File: src/rtl/imem_boot_loader_pkg.sv
// Shared types and constants for the instruction-memory boot loader.
// Defines the loader state encoding and the image-format field widths.
package boot_loader_pkg;

  typedef enum logic [2:0] {
    S_LEN_HI,
    S_LEN_LO,
    S_DATA,
    S_CHECK,
    S_RUN,
    S_ERROR
  } state_t;

  localparam int BYTES_PER_WORD = 4;
  localparam int LEN_W          = 16;
  localparam int CHK_W          = 8;

  // Running image checksum: plain byte sum that wraps mod 2**CHK_W.
  function automatic logic [CHK_W-1:0] chk_add(input logic [CHK_W-1:0] sum,
                                               input logic [7:0]       b);
    return sum + CHK_W'(b);
  endfunction

endpackage

File: src/rtl/imem_boot_loader_word_packer.sv
// Big-endian byte-to-word packer: the first accepted byte lands in word[31:24].
// word_valid is a combinational pulse on the accept of the last byte of each word.
module imem_word_packer
  import boot_loader_pkg::*;
(
  input  logic        clk,
  input  logic        reset,
  input  logic        clear,
  input  logic        accept,
  input  logic [7:0]  byte_in,
  output logic        word_valid,
  output logic [31:0] word
);

  logic [1:0]  cnt_p0;
  logic [23:0] shreg_p0;

  always_ff @(posedge clk) begin
    if (reset || clear) begin
      cnt_p0 <= '0;
    end else if (accept) begin
      cnt_p0 <= cnt_p0 + 2'd1;
    end
  end

  // Shift register carries data only, so it needs no reset.
  always_ff @(posedge clk) begin
    if (accept) begin
      shreg_p0 <= {shreg_p0[15:0], byte_in};
    end
  end

  assign word_valid = accept && (cnt_p0 == 2'(BYTES_PER_WORD - 1));
  assign word       = {shreg_p0, byte_in};

endmodule

File: src/rtl/imem_boot_loader.sv
// Boot sequencer: holds the core in reset, streams a length-prefixed image into
// instruction memory, verifies the byte checksum, then releases the core.
module imem_boot_loader
  import boot_loader_pkg::*;
#(
  parameter int ADDR_W    = 10,
  parameter int MAX_WORDS = 1024
) (
  input  logic              clk,
  input  logic              reset,
  input  logic              load_start,
  input  logic              rx_valid,
  input  logic [7:0]        rx_data,
  output logic              rx_ready,
  output logic              imem_we,
  output logic [ADDR_W-1:0] imem_addr,
  output logic [31:0]       imem_wdata,
  output logic              cpu_reset,
  output logic              done,
  output logic              error
);

  state_t             state;
  logic [7:0]         len_hi;
  logic [LEN_W-1:0]   len_words;
  logic [ADDR_W-1:0]  word_idx;
  logic [CHK_W-1:0]   sum;

  logic               in_load;
  logic               accept;
  logic               pack_accept;
  logic               word_valid;
  logic [31:0]        word;
  logic [LEN_W-1:0]   n_lo;
  logic               last_word;

  assign in_load     = (state == S_LEN_HI) || (state == S_LEN_LO) ||
                       (state == S_DATA)   || (state == S_CHECK);
  // A restart pulse masks the stream so the byte offered alongside it stays pending.
  assign rx_ready    = in_load && !load_start && !reset;
  assign accept      = rx_valid && rx_ready;
  assign pack_accept = accept && (state == S_DATA);
  assign n_lo        = {len_hi, rx_data};
  assign last_word   = word_valid && (LEN_W'(word_idx) == (len_words - LEN_W'(1)));

  imem_word_packer u_packer (
    .clk        (clk),
    .reset      (reset),
    .clear      (load_start),
    .accept     (pack_accept),
    .byte_in    (rx_data),
    .word_valid (word_valid),
    .word       (word)
  );

  always_ff @(posedge clk) begin
    if (reset) begin
      state      <= S_LEN_HI;
      len_hi     <= '0;
      len_words  <= '0;
      word_idx   <= '0;
      sum        <= '0;
      imem_we    <= 1'b0;
      imem_addr  <= '0;
      imem_wdata <= '0;
      cpu_reset  <= 1'b1;
      done       <= 1'b0;
      error      <= 1'b0;
    end else begin
      // Write stage: a completed word reaches memory one cycle after its last byte.
      imem_we <= word_valid;
      if (word_valid) begin
        imem_addr  <= word_idx;
        imem_wdata <= word;
      end

      if (load_start) begin
        state     <= S_LEN_HI;
        word_idx  <= '0;
        sum       <= '0;
        done      <= 1'b0;
        error     <= 1'b0;
        cpu_reset <= 1'b1;
      end else begin
        if (accept && (state != S_CHECK)) begin
          sum <= chk_add(sum, rx_data);
        end
        if (word_valid) begin
          word_idx <= word_idx + ADDR_W'(1);
        end

        case (state)
          S_LEN_HI: begin
            if (accept) begin
              len_hi <= rx_data;
              state  <= S_LEN_LO;
            end
          end
          S_LEN_LO: begin
            if (accept) begin
              len_words <= n_lo;
              if (n_lo > LEN_W'(MAX_WORDS)) begin
                state <= S_ERROR;
                error <= 1'b1;
              end else if (n_lo == '0) begin
                state <= S_CHECK;
              end else begin
                state <= S_DATA;
              end
            end
          end
          S_DATA: begin
            if (last_word) begin
              state <= S_CHECK;
            end
          end
          S_CHECK: begin
            // The last write strobe is already out by the time CHK can be accepted,
            // so releasing the core here never races the final memory write.
            if (accept) begin
              if (rx_data == sum) begin
                state     <= S_RUN;
                cpu_reset <= 1'b0;
                done      <= 1'b1;
              end else begin
                state <= S_ERROR;
                error <= 1'b1;
              end
            end
          end
          S_RUN, S_ERROR: begin
          end
          default: begin
            state <= S_LEN_HI;
          end
        endcase
      end
    end
  end

endmodule

File: config.mk
export PLATFORM = sky130hd
export DESIGN_NAME = imem_boot_loader
export DESIGN_NICKNAME = d
export VERILOG_FILES = /design/src/rtl/imem_boot_loader_pkg.sv /design/src/rtl/imem_boot_loader_word_packer.sv /design/src/rtl/imem_boot_loader.sv
export SDC_FILE = /design/constraint.sdc
export NUM_CORES = 1
export LEC_CHECK = 0
export BUFFER_PORTS_ARGS = -buffer_cell sky130_fd_sc_hd__buf_4
export CAP_MARGIN = 25
export CORE_UTILIZATION = 52
export DETAILED_ROUTE_END_ITERATION = 10
export GPL_TIMING_DRIVEN = 1
export HOLD_SLACK_MARGIN = 0.1
export PLACE_DENSITY = 0.75
export SYNTH_ARGS = -nofsm -noshare
export SYNTH_HDL_FRONTEND = slang
export SYNTH_SLANG_ARGS = --single-unit
File: constraint.sdc
create_clock -name clk -period 2.25 [get_ports clk]
set_clock_uncertainty 0.15 [all_clocks]
set_input_delay 0.3375 -clock clk [delete_from_list [all_inputs] [get_ports clk]]
set_output_delay 0.3375 -clock clk [all_outputs]
set_load 0.03 [all_outputs]
==> flow_metrics.tcl, run 1 <==
set metrics [dict create \
    via_per_inst 5.48 \
    grt_max_degree 67 \
    placed_cell_area_um2 5710 \
    path_buf_inv 2 \
    place_congestion 0.895 \
    core_um2 9240 \
    synthCells 553 \
    ir_drop_mv 0.583 \
    crit_path_start_kind "input port" \
    wire_per_inst_um 15.7 \
    setup_viol 0 \
    layout_commonest_cell "nand2_1" \
    drc 0 \
    synth_cell_types 56 \
    numPortBuffers 58 \
    crit_required_ns 2.50 \
    fin_area_um2 6530 \
    cts_sinks 117 \
    clock.fmax_mhz 453 \
    crit_chain "dlygate4sd3_1, buf_4, ha_1, nor3_2, o2111ai_2, nand3_1, or3b_2, xor2_1, nor2_1" \
    synth_top_cell_by_area "dfxtp_1" \
    antenna_found_initial 0 \
    routed_wl_um 12400 \
    htree_levels 4 \
    clk_latency_ns 0.52 \
    synth.area.top_cells "dfxtp_1 38%, edfxtp_1 15%, nand2_1 10%" \
    root_buffer "clkbuf_8" \
    crit_type "in2reg" \
    grt_pass1_vias 4127 \
    std_cell_rows 35 \
    synth_edf_count 24 \
    ios 59 \
    finalSetupTns_ns 0 \
    cts_buffers 17 \
    p_leak_uw 0.00255 \
    slew_headroom 0.567 \
    hold_viol_final 0 \
    drt_first_pass_iters 6 \
    worst_hold_path_type "in2reg" \
    synth_ff_type "dfxtp_1" \
    initial_core_util 0.535 \
    netlist_area_um2 4940 \
    vias 4331 \
    grt_pass1_wl_um 19900 \
    maxCapViolCount 0 \
    critical-path-slowest-cell "dlygate4sd3_1" \
    slowest_delay_ns 0.53 \
    overflow 0 \
    layout_common_cells "132 x nand2_1, 97 x buf_4, 93 x dfxtp_1, 69 x a21oi_1, 47 x nor2_1" \
    worst_pin_slew_ns 0.650 \
    chipWidth_um 99.5 \
    crit_fanout 6 \
    ys_seq_area_frac 0.523 \
    dieArea_um2 9900 \
    async_reset_ff_frac 0 \
    synthesis.nets 576 \
    p_per_area_nw_per_um2 777 \
    synth_top_area_frac 0.377 \
    nets 671 \
    finalMaxSlewViolations 0 \
    clockBufferDepth 2 \
    die_h_um 99.5 \
    power_uw 5070 \
    place_hpwl_um 7800 \
    yosys_warnings 0 \
    ant_nets 0 \
    cp.arrival_ns 2.46 \
    ys_ff_latch 117 \
    drt_iter0_drc 219 \
    finalCriticalPeriod_ns 2.21 \
    run_status "completed" \
    synth.avg_cell_area_um2 8.94 \
    cts_tree "yes" \
    drive_above_1_share 0.234 \
    diodes 0 \
    cts.clk_slew.worst_paths_ns 0.06 \
    fin_crit_sh 0.982 \
    rsz0062_at_grt "true" \
    endpoint_kind "flop" \
    grt_usage 0.261 \
    nFillCells 680 \
    syn_to_final_growth_pct 32.1 \
    cp_top_family "simple AND/OR/NAND/NOR gates" \
    hold_slack_ns 0.155 \
]
sequential cells by signal (all words and copies together) (netlist names):
signal	count
word_idx	10
imem_wdata	32
len_words	16
sum	8
done	1
len_hi	8
u_packer.cnt_p0	2
imem_addr	10
imem_we	1
state	3
cpu_reset	1
error	1
u_packer.shreg_p0	24
final timing paths:
| check | slack, ns | start | cells past startpoint | endpoint |
|---|---|---|---|---|
| worst max register to register | 0.06 | len_words[6] | 7 | state[0] |
| worst min-delay path | 0.16 | rx_valid | 4 | state[0] |
| worst max-delay path | 0.04 | rx_data[5] | 9 | sum[7] |
| worst min register to register | 0.30 | u_packer.shreg_p0[15] | 0 | u_packer.shreg_p0[23] |
what timing repair did:
action / CTS / global route
setup endpoints to repair: 1 / 5
gates resized for setup: 5 / 17
setup buffers: 1 / 1
pin swaps: 4 / 7
cloned: 0 / 0
hold buffers: 10 / 0
hold endpoints to repair: 32 / 0
per-stage QoR:
stage          instances  setup slack, ns   util
3_3_place_gp         746          -0.0912  0.618
4_1_cts              789          0.00767  0.696
6_report             790           0.0412  0.706
3_5_place_dp         746           -0.136  0.618
2_1_floorplan        553           -0.154      -
5_1_grt              790          -0.0317  0.706
cells by family after synthesis:
kind of cell	after synthesis	synth area share
AO/OA/AOI/OAI	101	0.119
XOR/XNOR	24	0.0425
adder cells (fa/ha/maj)	11	0.0294
buffers and inverters	44	0.0377
flip-flops	117	0.523
multiplexers	13	0.0266
AND/OR/NAND/NOR	243	0.222
worst min-delay path: stages:
cell and delay [ns]:
buf_4 0.15, nor2_1 0.10, o211ai_1 0.13, o21ai_2 0.07
synthesized netlist by cell type (10+ instances only):
library cell	count
xor2_1	11
a21oi_1	70
dfxtp_1	93
inv_1	12
mux2i_1	12
nor2_1	49
nand2_1	132
clkbuf_1	22
ha_1	10
nor3_1	11
nand3_1	12
edfxtp_1	24
xnor2_1	13
routing by layer:
metal  vias up  GRT usage  share of wire
met5         -          0              0
met4         0      0.139          0.031
met3        36     0.0639          0.050
met2       165      0.443           0.50
met1      2043      0.305           0.42
li1       2087          -              -
cell type report:
type	instances	area, um^2	area share
multi-input combinational	392	2300	0.353
inverter	12	45.0	0.00690
clock inverter	12	154	0.0236
timing repair buffer	108	848	0.130
tap	129	161	0.0247
sequential	117	2580	0.396
clock buffer	20	435	0.0667
report_power, final:
| group | internal, uW | switching [uW] | leakage (uW) |
|---|---|---|---|
| Sequential | 2150 | 9.80 | 0.000965 |
| Clock | 1720 | 956 | 0.000283 |
| Combinational | 102 | 139 | 0.00130 |
| Total | 3970 | 1100 | 0.00255 |
No activity file was read; power rests on OpenSTA's default activity.
==> run 2: changes to the inputs <==
--- a/config.mk
+++ b/config.mk
@@ -7,11 +7,11 @@
 export LEC_CHECK = 0
 export BUFFER_PORTS_ARGS = -buffer_cell sky130_fd_sc_hd__buf_4
 export CAP_MARGIN = 25
-export CORE_UTILIZATION = 52
+export CORE_UTILIZATION = 58
 export DETAILED_ROUTE_END_ITERATION = 10
 export GPL_TIMING_DRIVEN = 1
 export HOLD_SLACK_MARGIN = 0.1
-export PLACE_DENSITY = 0.75
+export PLACE_DENSITY = 0.79
 export SYNTH_ARGS = -nofsm -noshare
 export SYNTH_HDL_FRONTEND = slang
 export SYNTH_SLANG_ARGS = --single-unit
==> constraint.sdc (replaced) <==
create_clock -name clk -period 2.51 [get_ports clk]
set_clock_uncertainty 0.15 [all_clocks]
set_input_delay 0.3765 -clock clk [delete_from_list [all_inputs] [get_ports clk]]
set_output_delay 0.3765 -clock clk [all_outputs]
set_load 0.03 [all_outputs]
==> flow_metrics.tcl, run 2 (synthesis gave the netlist of run 1 again) <==
set metrics [dict create \
    drc 0 \
    ios 59 \
    top_regs "imem_wdata x32, u_packer.shreg_p0 x24, len_words x16" \
    routed.top_layer "met4" \
    switchingPower_uw 1040 \
    cts_tree "yes" \
    vias 4168 \
    grt_usage 0.284 \
    ir_drop_mv 0.465 \
    finalSetupTns_ns 0 \
    drive_above_1_share 0.194 \
    clk_latency_ns 0.51 \
    wire_per_inst_um 15.7 \
    clockBufferDepth 2 \
    clkPwrFrac 0.527 \
    cts_buffers 17 \
    diodes 0 \
    crit_chain "dlygate4sd3_1, buf_4, or2_2, nor2_1, buf_4" \
    maxCapViolCount 0 \
    clock.fmax_mhz 417 \
    layout_common_cells "132 x nand2_1, 93 x dfxtp_1, 76 x buf_4, 70 x a21oi_1, 49 x nor2_1" \
    nets 649 \
    rr_endpoint "state[0]" \
    finalCriticalPeriod_ns 2.40 \
    routed_wl_um 11700 \
    chipWidth_um 94.3 \
    critical-path-slowest-cell "dlygate4sd3_1" \
    stdcell_count 744 \
    root_buffer "clkbuf_8" \
    cp_top_family "buffers and inverters" \
    dp_cells 702 \
    endpoint "rx_ready" \
    place_congestion 0.878 \
    numPortBuffers 58 \
    grt_pass1_wl_um 19100 \
    crit_fanout 9 \
    grt_max_degree 67 \
    rsz0062_at_grt "false" \
    slew_headroom 0.543 \
    setup_viol 0 \
    setup_ws_ns 0.115 \
    worst_hold_path_type "in2reg" \
    cts_sinks 117 \
    r2r_cells 8 \
    drt_first_pass_iters 5 \
    initial_core_util 0.601 \
    drt_iter0_drc 200 \
    path_buf_inv 3 \
    syn_to_final_growth_pct 25.6 \
    crit_top_cell "buf_4" \
    pwr-share-seq 0.432 \
    via_per_inst 5.60 \
    reg2reg_from "len_words[0]" \
    antenna_found_initial 0 \
    crit_type "in2out" \
    cp.arrival_ns 1.87 \
    p_comb_frac 0.041 \
    pre_cts_ws_ns 0.0773 \
    largest-register "imem_wdata" \
    finalMaxSlewViolations 0 \
    crit_required_ns 1.98 \
    die_h_um 94.3 \
    crit_path_start_kind "input port" \
    path_depth 5 \
    largest_register_ffs 32 \
    routed-wl-met2_um 5960 \
    slowest_delay_ns 0.54 \
    cts.clk_slew.worst_paths_ns 0.06 \
    htree_levels 4 \
    std_cell_rows 33 \
    place_hpwl_um 7690 \
    core_um2 8220 \
    p_leak_uw 0.00242 \
    overflow 0 \
    worst_pin_slew_ns 0.685 \
    ant_nets 0 \
    run_status "completed" \
    p_per_area_nw_per_um2 721 \
    hold_viol_final 0 \
    internal_power_uw 3430 \
    fin_crit_sh 0.954 \
    switching_share 0.233 \
    grt_pass1_vias 4085 \
    worstSetupStartpoint "reset" \
    rrSetupSlack_ns 0.12 \
    wl_met1_um 4890 \
    endpoint_kind "primary output" \
    dieArea_um2 8890 \
    layout_commonest_cell "nand2_1" \
    wl_met3_um 622 \
]
==> run 2: cell count changes in the layout (fill, tap and decap cells not counted), moves of 3 or more <==
cell and delta:
nor4_1 +3, ha_4 -3, nor4_2 -3, ha_1 +4
inv_6 +3, buf_4 -21
==> run 2: repair_timing <==
| action | 4_1_cts | 5_1_grt |
|---|---|---|
| hold buffers | 10 | 0 |
| resized for setup | 0 | 4 |
| hold endpoints to repair | 32 | 0 |
| endpoints found under the setup margin | 0 | 3 |
| buffers inserted | 0 | 0 |
==> run 2: area by class of cell <==
cell class / count / area [um^2]
fill: 565 / 2010
timing repair buffer: 86 / 671
multi-input combinational: 392 / 2200
sequential: 117 / 2580
tap: 105 / 131
clock buffer: 17 / 414
inverter: 12 / 45.0
clock inverter: 15 / 168
==> run 2: worst min path at each step <==
stage	slack [ns]	endpoint	cells past startpoint	startpoint
after floorplan	0.28	u_packer.shreg_p0[10]	0	u_packer.shreg_p0[2]
after global placement	0.28	u_packer.shreg_p0[20]	0	u_packer.shreg_p0[12]
after detailed placement	0.28	u_packer.shreg_p0[14]	0	u_packer.shreg_p0[6]
after CTS	0.13	state[0]	4	rx_valid
after global routing	0.16	state[0]	4	rx_valid
final	0.15	state[0]	4	rx_valid
==> run 2: tightest hold or removal path, stage by stage <==
cell and delay, ns:
buf_4 0.14, nor2_1 0.09, o211ai_1 0.11, o21ai_2 0.06
==> run 2: through the flow <==
step	hold WS [ns]	util	instance area, um^2	power, uW
floorplan	0.276	-	4940	2080
global placement	0.282	0.670	5510	2130
detailed placement	0.285	0.670	5510	2140
CTS	0.133	0.753	6190	4490
global route	0.158	0.756	6210	4610
finish	0.148	0.756	6210	4480
==> run 2: layer usage <==
metal | up-vias | GRT usage
met5 | - | 0
met4 | 0 | 0.115
met1 | 1973 | 0.336
met2 | 136 | 0.496
met3 | 21 | 0.0623
li1 | 2038 | -
==> run 2: power by group through the flow <==
stage                     Clock (uW)  Sequential [uW]  Combinational [uW]
after floorplan                    0             1970                 109
after global placement             0             1970                 160
after detailed placement           0             1970                 166
after CTS                       2380             1930                 179
after global routing            2480             1930                 200
final                           2360             1930                 183
